`src/rtl/popcount_seq_ctrl.sv`:
```
// Sequencing controller: accepts one wide word and counts its set bits one
// SLICE_W-bit slice per cycle through a shared popcount, then offers the total.
module popcount_seq_ctrl #(
  parameter int DATA_W  = 64,
  parameter int SLICE_W = 16,
  localparam int CNT_W  = $clog2(DATA_W + 1)
) (
  input  logic              clk,
  input  logic              rst_n,
  input  logic              in_valid,
  output logic              in_ready,
  input  logic [DATA_W-1:0] in_data,
  output logic              out_valid,
  input  logic              out_ready,
  output logic [CNT_W-1:0]  out_count,
  output logic              busy
);

  localparam int NSLICE = DATA_W / SLICE_W;
  localparam int SCNT_W = $clog2(SLICE_W + 1);
  localparam int IDX_W  = (NSLICE > 1) ? $clog2(NSLICE) : 1;

  typedef enum logic [1:0] {
    IDLE = 2'd0,
    RUN  = 2'd1,
    DONE = 2'd2
  } state_t;

  state_t state, state_next;

  logic [DATA_W-1:0] shreg;
  logic [CNT_W-1:0]  acc;
  logic [IDX_W-1:0]  idx;
  logic [SCNT_W-1:0] slice_cnt;
  logic [CNT_W-1:0]  sum_next;
  logic              last_slice;
  logic              accept;

  always_comb begin
    slice_cnt = '0;
    for (int unsigned i = 0; i < SLICE_W; i++) begin
      slice_cnt = slice_cnt + SCNT_W'(shreg[i]);
    end
  end

  assign sum_next   = acc + CNT_W'(slice_cnt);
  assign last_slice = (idx == IDX_W'(NSLICE - 1));
  assign accept     = in_valid && in_ready;

  always_ff @(posedge clk or negedge rst_n) begin
    if (!rst_n) begin
      state <= IDLE;
    end else begin
      state <= state_next;
    end
  end

  always_comb begin
    state_next = state;
    unique case (state)
      IDLE: if (accept)     state_next = RUN;
      RUN:  if (last_slice) state_next = DONE;
      DONE: if (out_ready)  state_next = IDLE;
      default:              state_next = IDLE;
    endcase
  end

  always_comb begin
    in_ready  = (state == IDLE);
    out_valid = (state == DONE);
    busy      = (state == RUN) || (state == DONE);
  end

  // Datapath only moves in IDLE (capture) and RUN (shift/accumulate); DONE holds out_count.
  always_ff @(posedge clk or negedge rst_n) begin
    if (!rst_n) begin
      shreg     <= '0;
      acc       <= '0;
      idx       <= '0;
      out_count <= '0;
    end else begin
      case (state)
        IDLE: begin
          if (accept) begin
            shreg <= in_data;
            acc   <= '0;
            idx   <= '0;
          end
        end
        RUN: begin
          acc   <= sum_next;
          shreg <= shreg >> SLICE_W;
          if (last_slice) begin
            idx       <= '0;
            out_count <= sum_next;
          end else begin
            idx <= idx + 1'b1;
          end
        end
        default: ;
      endcase
    end
  end

endmodule

```
`config.mk`:
```
export PLATFORM = sky130hd
export DESIGN_NAME = popcount_seq_ctrl
export DESIGN_NICKNAME = d
export VERILOG_FILES = /design/src/rtl/popcount_seq_ctrl.sv
export SDC_FILE = /design/constraint.sdc
export NUM_CORES = 1
export LEC_CHECK = 0
export CAP_MARGIN = 0
export CORE_MARGIN = 3
export CORE_UTILIZATION = 56
export DETAILED_ROUTE_END_ITERATION = 6
export HOLD_SLACK_MARGIN = 0.06
export PLACE_DENSITY = 0.85
export SKIP_CTS_REPAIR_TIMING = 1
export SYNTH_ARGS = -nofsm -noshare
export SYNTH_HDL_FRONTEND = slang
export SYNTH_SLANG_ARGS = --single-unit
```
`constraint.sdc`:
```
create_clock -name clk -period 12.31 [get_ports clk]
set_clock_uncertainty 0.05 [all_clocks]
set_input_delay 1.8465 -clock clk [delete_from_list [all_inputs] [get_ports clk]]
set_output_delay 1.8465 -clock clk [all_outputs]
set_load 0.02 [all_outputs]
```
Word level (Yosys, flattened, before mapping)
Index checks and enable logic that the tools add are counted.
{ "classes": {"n_reduce_logical": 7, "n_addsub": 17, "n_mux": 11, "eq_ne": 6} }
{ "op_table": {"columns": ["op", "count"], "rows": [
  ["$pmux W64 S2", 1],
  ["$mux W64", 1],
  ["$add A5 B1 Y5", 11],
  ["$pmux W7 S2", 1],
  ["$mux W2", 5],
  ["$add A7 B5 Y7", 1],
  ["$mux W7", 1],
  ["$pmux W2 S3", 1],
  ["$add A4 B1 Y5", 1],
  ["$add A3 B1 Y4", 1],
  ["$eq A2 B2 Y1 const B", 2],
  ["$ne A2 B1 Y1 const B", 2],
  ["$pmux W2 S2", 1],
  ["$reduce_and A2 Y1", 2],
  ["$add A2 B1 Y3", 1],
  ["$reduce_and A3 Y1", 1],
  ["$add A1 B1 Y2", 1],
  ["$add A2 B1 Y2 const B", 1],
  ["$eq A2 B1 Y1 const B", 1],
  ["$logic_not A2 Y1", 1],
  ["$ne A2 B2 Y1 const B", 1],
  ["$reduce_bool A2 Y1", 1],
  ["$logic_and A1 B1 Y1", 1],
  ["$logic_or A1 B1 Y1", 1]
]} }
{ "word_totals": {"wordCells": 46, "output_inout_bits": 10, "reg_bits": 82, "inputBits": 68} }

Longest topological paths before layout
Gate-level depths: netlist of run 1.
{ "depth": {"depth_word": 17, "ltp_mapped": 12, "mapped_depth_nobuf": 12} }

Worst setup path after synthesis of run 1
No wires, ideal clock.
{ "synth_timing": {"path_kind": "reg2reg", "from": "register shreg[0]", "to": "register out_count[6]", "t_arrival_ns": 3.910, "required_time_ns": 12.177, "stages_incl_launch_ff": 13, "period_less_slack_ns": 4.043, "n_path_buf": 0, "setup_ns": 0.083, "slack_ns": 8.267, "cell_sequence": "dfrtp_1 -> fa_1 -> inv_1 -> fa_1 -> fa_1 -> fa_1 -> inv_1 -> fa_1 -> fa_1 -> a211oi_1 -> o31ai_2 -> xnor2_1 -> o21ai_0"} }
{ "synth_via": {"elab_chain_len": 16} }
{ "synth_lines": {"columns": ["element", "line", "text"], "rows": [
  ["from (decl)", "31", "logic [DATA_W-1:0] shreg;"],
  ["from (signal assigned)", "85", "shreg <= in_data;"],
  ["from (signal assigned)", "92", "shreg <= shreg >> SLICE_W;"],
  ["$add A1 B1 Y2", "42", "slice_cnt = slice_cnt + SCNT_W'(shreg[i]);"],
  ["$add A2 B1 Y3", "42", null],
  ["$add A3 B1 Y4", "42", null],
  ["$add A4 B1 Y5", "42", null],
  ["$add A5 B1 Y5 (11 in series)", "42", null],
  ["$add A7 B5 Y7", "46", "assign sum_next = acc + CNT_W'(slice_cnt);"],
  ["to (signal assigned)", "95", "out_count <= sum_next;"],
  ["to (decl)", "15", "output logic [CNT_W-1:0] out_count,"]
]} }
Every way passes these cells.
A chain may end at the register's enable or synchronous reset.

Worst setup path after layout of run 1
{ "layout_timing": {"from": "register shreg[0]", "to": "register acc[6]"} }
{ "layout_via": {"elab_chain_len": 17} }
{ "layout_lines": {"columns": ["element", "line", "text"], "rows": [
  ["$add A1 B1 Y2", "42", null],
  ["$add A2 B1 Y3", "42", null],
  ["$add A3 B1 Y4", "42", null],
  ["$add A4 B1 Y5", "42", null],
  ["$add A5 B1 Y5 (11 in series)", "42", null],
  ["$add A7 B5 Y7", "46", null],
  ["$pmux W7 S2", "82", "case (state)"],
  ["to (signal assigned)", "91", "acc <= sum_next;"],
  ["to (decl)", "32", "logic [CNT_W-1:0] acc;"]
]} }
Every way passes these cells.

==> results, run 1 <==
- The count of unique library cells instantiated by Yosys is 27.
- The mapped cell area is 4050 um^2.
- The endpoint arrival time on the critical path is 4.51 ns.
- Port buffering added a little under 80 buffers.
- The type of the worst setup path is flop to flop.
- In the routed layout, each cell is associated on average with a via count of about 5.2.
- The compound-gate portion of the synthesized area is a little over an eighth.
- Of the cells placed in the final design, the portion with a size suffix greater than 1 is 5.91%.
- The global-route wire length before repair is 13.5 mm.
- The number of global-route vias before repair was between 2,000 and 3,000.
- The type of origin of the critical path is a flop.
- The nature of the critical path endpoint is a flop.
- The max-capacitance violation count is 0.
- After technology mapping, the gate count stands at 367.
- After clock tree synthesis, the clock-pin slew on the worst setup and hold paths is approximately 0.09 ns.
- Walking the worst path, the cells encountered are fa_1 > inv_1 > fa_1 > fa_1 > fa_1 > inv_1 > fa_1 > fa_1 > a211oi_1 > o31ai_2 > o21bai_1 > a22o_1.
- The number of pins exceeding their max-slew limit in the final report is 0.
- STA puts the critical path data required time at 12.54 ns.
- The highest-delay cell along the critical path is sky130_fd_sc_hd__fa_1.
- Of the total synthesized cell area, the portion taken by full adders, half adders and majority gates is under 10%.
- The minimum clock period is between 4 and 5 ns.
- The delay contributed by the slowest stage of the critical path is 0.54 ns.
- The longest clock path from root to sink contains 2 buffers.
- The most numerous cell on the critical path is sky130_fd_sc_hd__fa_1.
- The most common library cell in the layout ignoring fill and taps is sky130_fd_sc_hd__dfrtp_1.
- The final routed wire length divided by cell count is 14.6 um.
- The top cell family by delay on the critical path is adder cells.
- The net count after synthesis is between 400 and 500.
- The count of endpoints failing hold in the final timing report is 0.
- The part of the cycle the worst path needs is 34.7%.
- Clock latency on the worst-skew pair, taken at its later pin, is 0.35 ns.
- Detailed placement finished with a half-perimeter wire length of 5.62 mm.
- The count of antenna-violating nets left after detailed routing is 0.
- The number of placed instances, taps included, is 520.
- The tree is rooted in a sky130_fd_sc_hd__clkbuf_8.
- The initial core utilization is 58.6%.
- Summing the areas of all xor and xnor instances in the mapped netlist gives between 1 and 1.5% of the synthesized area.
- For this block, the routed nets add up to 7.83 mm of wire.
- The Yosys step of the flow raised 0 warnings.
- The total area inside the core boundary comes to just under 7000 um^2.
- Entering global routing, the biggest net connects 122 pins.
- The min-delay analysis places its worst path in the category flop to flop.
- Setup violations remaining at the end of the flow were counted as 0.
- The smallest setup slack after layout is 8.03 ns.
- The number of iterations in the first detailed-routing pass is 4.
- The layout overhead on the synthesized area is 25.8%.
- At the pin with the least slew margin, the transition time is ~1.0 ns.
- The total number of placement rows is 30.
- The sequential area share after synthesis is 50.7%.
- The highest clock rate is 0.234 GHz.
- The highest net fanout along the worst path is 3.
- The number of H-tree levels is 3.
- The count of clock tree sinks is 82.
- For this block, the via count after detailed routing is around 2,800.
- In the layout the commonest cells are sky130_fd_sc_hd__dfrtp_1 (82), sky130_fd_sc_hd__clkdlybuf4s50_1 (76), sky130_fd_sc_hd__nand2_1 (62), sky130_fd_sc_hd__o21ai_0 (56), sky130_fd_sc_hd__mux2i_1 (48).
- The area fraction in and, or, nand and nor cells after synthesis is 6.77%.
- The net count of the finished layout is 527.
- Setup repair after global routing left no endpoint under its margin.
- The total I/O pin count is 78.
- The horizontal extent of the die is between 90 and 100 um.
- The setup TNS is 0 ns.
- The full die area is about 8300 um^2.
- After the first detailed-routing iteration, the DRC count stood at 204.
- The worst hold slack is around 0.43 ns.
- The overall track demand over capacity in global routing is 20.4%.
- The final antenna diode count is 0.
- The worst max-slew margin expressed relative to the limit is 33.0%.
- The total CTS buffers is 9.
- Leaving out filler cells and counting taps, the final layout contains 536.
- The worst-case setup slack after placement is 8.03 ns.
- The post-synthesis mux area share is 13.0%.
- The main combinational cell family by area after synthesis is compound AO/OA/AOI/OAI gates.
- The congestion estimate from routability-driven global placement came to 0.776.
- The flow ran to the end, and the final reports show no timing, DRC or antenna violations.
- After global routing the overflow that remains totals 0.
- The initial antenna violation count was 0.
- The floorplan step set the die height to 91.0 um.
- A synthesized cell averages 11.0 um^2.
- The critical path contains buffers and inverters numbering 2 combined.
- The TritonCTS clock tree is yes.
- In the routed design, unresolved DRC markers number 0.
- The synthesized design contains 82 register bits.
-- logic make-up (layout without fill, tap and decap cells) --
group | Yosys count | after routing
xor gates and xnor gates | 5 | 5
DFF | 82 | 82
muxes | 52 | 52
and+or+nand+nor | 71 | 71
AOI/OAI and AO/OA | 89 | 89
adders and majority gates | 24 | 24
buffers and inverters | 44 | 117
-- tightest hold or removal path, cell delays in order, from the launching register on --
cell and delay [ns]:
sky130_fd_sc_hd__dfrtp_1 0.35, sky130_fd_sc_hd__nand2_1 0.06, sky130_fd_sc_hd__o21ai_2 0.05
-- registers in the layout, indices dropped and copies added, names as in the netlist --
| signal | count |
|---|---|
| out_count | 7 |
| idx | 2 |
| state | 2 |
| shreg | 64 |
| acc | 7 |
-- Yosys cell counts --
cell type	count	area, um^2
sky130_fd_sc_hd__a211oi_1	2	15.0
sky130_fd_sc_hd__dfrtp_1	82	2050
sky130_fd_sc_hd__o21ai_0	56	280
sky130_fd_sc_hd__o21bai_1	2	15.0
sky130_fd_sc_hd__o31ai_1	2	15.0
sky130_fd_sc_hd__o31ai_2	1	12.5
sky130_fd_sc_hd__clkbuf_2	1	5.00
sky130_fd_sc_hd__nand2_1	62	233
sky130_fd_sc_hd__a21oi_1	3	15.0
sky130_fd_sc_hd__xnor2_1	5	43.8
sky130_fd_sc_hd__buf_4	2	15.0
sky130_fd_sc_hd__nand2b_1	1	6.26
sky130_fd_sc_hd__buf_6	2	22.5
sky130_fd_sc_hd__clkbuf_1	4	15.0
sky130_fd_sc_hd__inv_1	22	82.6
sky130_fd_sc_hd__mux2i_1	48	480
sky130_fd_sc_hd__ha_1	12	150
sky130_fd_sc_hd__mux2_2	3	33.8
sky130_fd_sc_hd__and2_1	1	6.26
sky130_fd_sc_hd__and3_1	1	6.26
sky130_fd_sc_hd__mux2i_2	1	13.8
sky130_fd_sc_hd__a21boi_1	1	7.51
sky130_fd_sc_hd__o21ai_2	1	8.76
sky130_fd_sc_hd__nor2_1	6	22.5
sky130_fd_sc_hd__fa_1	12	240
sky130_fd_sc_hd__a22o_1	21	184
sky130_fd_sc_hd__buf_2	13	65.1
-- per-layer routing --
metal,global-route usage [%],share of wire (%)
met2,35.6,51
met1,24.8,43
met3,5.22,4.8
met4,6.03,1.0
met5,0,0
-- cell type report --
class / count / area (um^2)
clock buffer: 10 / 138
sequential: 82 / 2050
multi-input combinational: 241 / 1800
tap: 96 / 120
clock inverter: 6 / 113
timing repair buffer: 79 / 783
inverter: 22 / 82.6
fill: 504 / 1820
-- path summary, 6_finish.rpt --
path	depth (start not counted)	from	slack [ns]	end
setup / recovery	12	shreg[0]$_DFFE_PN0P_	8.03	acc[6]$_DFFE_PN0P_
hold / removal	2	out_count[5]$_DFFE_PN0P_	0.43	out_count[5]$_DFFE_PN0P_
setup reg to reg	12	shreg[0]$_DFFE_PN0P_	8.03	acc[6]$_DFFE_PN0P_
hold reg to reg	2	out_count[5]$_DFFE_PN0P_	0.43	out_count[5]$_DFFE_PN0P_
max in group asynchronous	1	rst_n	9.97	shreg[53]$_DFFE_PN0P_
min in group asynchronous	1	rst_n	1.60	idx[0]$_DFFE_PN0P_
-- through the flow --
stage | instance area, um^2 | utilization, %
after global routing | 5090 | 73.7
after floorplan | 4050 | -
after detailed placement | 4840 | 70.1
after CTS | 5090 | 73.7
after global placement | 4840 | 70.1
final | 5090 | 73.7
Power of run 1 is not shown: default switching activity piles up to over one toggle a cycle in this logic, so the estimate is an artifact.
==> run 2, diff against run 1 <==
- CORE_UTILIZATION: 56 -> 52
- PLACE_DENSITY: 0.85 -> 0.8
- clock period: 12.31 -> 4.3 ns (I/O delays scaled with it)
==> results, run 2 (same netlist as run 1, synthesis figures left out) <==
- The run finished with clean final reports.
- The final antenna diode count came to 0 (unchanged).
- The full die area is 8880 um^2 (+7.2%).
- The placed standard-cell area was 4850 um^2 (+0.23%).
- The minimum clock period is 4.13 ns (-0.146 ns).
- The largest registers in the layout are shreg: 64 flops, acc: 7 flops, out_count: 7 flops.
- The count of port buffers added during placement is 77 (unchanged).
- The number of DRC violations after detailed routing is 0 (unchanged).
- The max-capacitance violation count is 0 (unchanged).
- The core occupancy in the finished layout is 69.0% (-4.7 points).
- The final layout net count is 530 (+0.57%).
- The number of H-tree levels is 3 (unchanged).
- The endpoint arrival time on the critical path came to 4.30 ns (-0.21 ns).
- The vertical extent of the die came to 94.2 um (+3.5%).
- The number of iterations in the first detailed-routing pass is 4 (unchanged).
- Setup repair after global routing could not meet its margin everywhere.
- The worst max-slew margin expressed relative to the limit is 33.4% (+0.40 points).
- The number of failing setup endpoints in the final timing report is 0 (unchanged).
- The number of global-route vias before repair is 2,960 (+1.6%).
- The sum of routed wire length over all layers came to 7.86 mm (+0.31%).
- The number of flip-flops under the largest register name is 64 (unchanged).
- The part of the cycle the worst path needs is 96.1% (+61 points).
- The number of pins exceeding their max-slew limit in the final report is 0 (unchanged).
- The worst setup path is launched from a flop.
- The pin count of the biggest net entering global routing came to 83 (-32%).
- The TritonCTS clock tree is yes.
- The overall track demand over capacity in global routing is 19.8% (-0.59 points).
- The required time reported for the critical path endpoint was 4.47 ns (-8.07 ns).
- The clock latency on the worst-skew pair is 0.35 ns (about the same).
- The initial antenna violation count is 0 (unchanged).
- The total I/O pin count came to 78 (unchanged).
- The clock slew seen by the registers of the worst setup and hold paths is 0.09 ns (about the same).
- Leaving out fill and tap cells, the most frequent cell in the layout is sky130_fd_sc_hd__dfrtp_1.
- The initial core utilization was 54.6% (-4.0 points).
- The clock root buffer master is sky130_fd_sc_hd__clkbuf_8.
- The count of clock tree sinks is 82 (unchanged).
- In the layout the commonest cells are sky130_fd_sc_hd__dfrtp_1 (82), sky130_fd_sc_hd__clkdlybuf4s50_1 (76), sky130_fd_sc_hd__nand2_1 (62), sky130_fd_sc_hd__o21ai_0 (55), sky130_fd_sc_hd__mux2i_1 (48).
- The ratio of cells with drive above 1 in the final layout is 7.01% (+1.1 points).
- The final HPWL from detailed placement is 5.65 mm (+0.53%).
- The depth of the worst register-to-register path is 12 (unchanged).
- The count of fill cells added during filler insertion is 554 (+9.9%).
- STA classifies the critical path endpoint as a flop.
- The layout overhead on the synthesized area is 26.4%.
- The count of antenna-violating nets left after detailed routing came to 0 (unchanged).
- The horizontal extent of the die came to 94.2 um (+3.5%).
- The DRC violation total after the first TritonRoute iteration was 135 (-34%).
- The total CTS buffers was 9 (unchanged).
- The count of endpoints failing hold in the final timing report was 0 (unchanged).
- The worst register-to-register path ends at acc[4]$_DFFE_PN0P_.
- The highest clock rate is 0.242 GHz (+3.5%).
- The via count normalized by instance count is 5.23 (-0.11%).
- shreg holds more flip-flops than any other register.
- The type of the worst setup path is flop to flop.
- The total number of placement rows is 31 (+3.3%).
- The maximum buffer depth of the clock tree is 2 (unchanged).
- The floorplan core area was 7410 um^2 (+7.3%).
- The area of all placed cells without fillers is 5110 um^2 (+0.49%).
- The final weighted congestion in routability-driven placement is 0.798 (+2.8%).
- The setup slack of the most critical reg-to-reg path is 0.17 ns (-7.86 ns).
- The highest net fanout along the worst path was 2 (-1).
- The global-route congestion overflow total is 0 (unchanged).
- The final routed wire length divided by cell count came to 14.5 um (-0.62%).
- The total number of vias came to 2,828 (+0.82%).
- The tightest min-delay check is of the input pin to asynchronous set/reset pin type.
- The startpoint of the lowest-slack register-to-register path is shreg[0]$_DFFE_PN0P_.
- The transition time at the pin with the least slew margin is 0.999 ns (-0.00593 ns).
- The global-route wire length before repair is 13.6 mm (+0.76%).
run 2: cell types whose count changed in the layout (fill, tap and decap cells not counted), sizes merged:
cell	before	now
clkinv	2	1
clkinvlp	0	1
clkbuf	10	9
buf	3	6
run 2: worst max-delay path by stage:
stage               cells after the start            startpoint                  endpoint
global placement                       12  shreg[0]$_DFFE_PN0P_  out_count[4]$_DFFE_PN0P_
finish                                 12  shreg[0]$_DFFE_PN0P_        acc[4]$_DFFE_PN0P_
detailed placement                     12  shreg[0]$_DFFE_PN0P_  out_count[6]$_DFFE_PN0P_
CTS                                    12  shreg[5]$_DFFE_PN0P_  out_count[6]$_DFFE_PN0P_
global route                           12  shreg[0]$_DFFE_PN0P_        acc[4]$_DFFE_PN0P_
floorplan                              12  shreg[0]$_DFFE_PN0P_  out_count[6]$_DFFE_PN0P_
run 2: cell type report:
type	instances	area, um^2	area share, %
multi-input combinational	241	1810	35.4
clock inverter	6	115	2.25
timing repair buffer	82	806	15.8
inverter	22	82.6	1.61
sequential	82	2050	40.1
tap	99	124	2.42
clock buffer	9	124	2.42
run 2: per-layer routing:
layer	GRT usage [%]	up-vias	wire length [um]
met5	0	-	0
met4	7.22	0	123
met3	6.33	13	506
met2	32.6	68	3860
met1	24.3	1352	3370
li1	-	1395	-
run 2: worst max-delay path, cell delays in order (launching register included):
cell and delay (ns):
sky130_fd_sc_hd__dfrtp_1 0.41, sky130_fd_sc_hd__fa_1 0.54, sky130_fd_sc_hd__inv_1 0.05, sky130_fd_sc_hd__fa_1 0.53, sky130_fd_sc_hd__fa_1 0.44, sky130_fd_sc_hd__fa_1 0.50, sky130_fd_sc_hd__inv_1 0.05, sky130_fd_sc_hd__fa_2 0.36
sky130_fd_sc_hd__fa_2 0.39, sky130_fd_sc_hd__a211oi_2 0.29, sky130_fd_sc_hd__nor2_1 0.10, sky130_fd_sc_hd__xnor2_1 0.20, sky130_fd_sc_hd__o21ai_0 0.10
run 2: per-stage QoR:
step                hold WS [ns]  setup slack, ns  std cells  TNS [ns]
global route               0.458          -0.0198        541   -0.0356
detailed placement         0.421           0.0428        524         0
floorplan                  0.299            0.257        367         0
finish                     0.402            0.169        541         0
global placement           0.411            0.164        524         0
CTS                        0.436           0.0212        539         0
Power of run 2 is left out for the same reason.
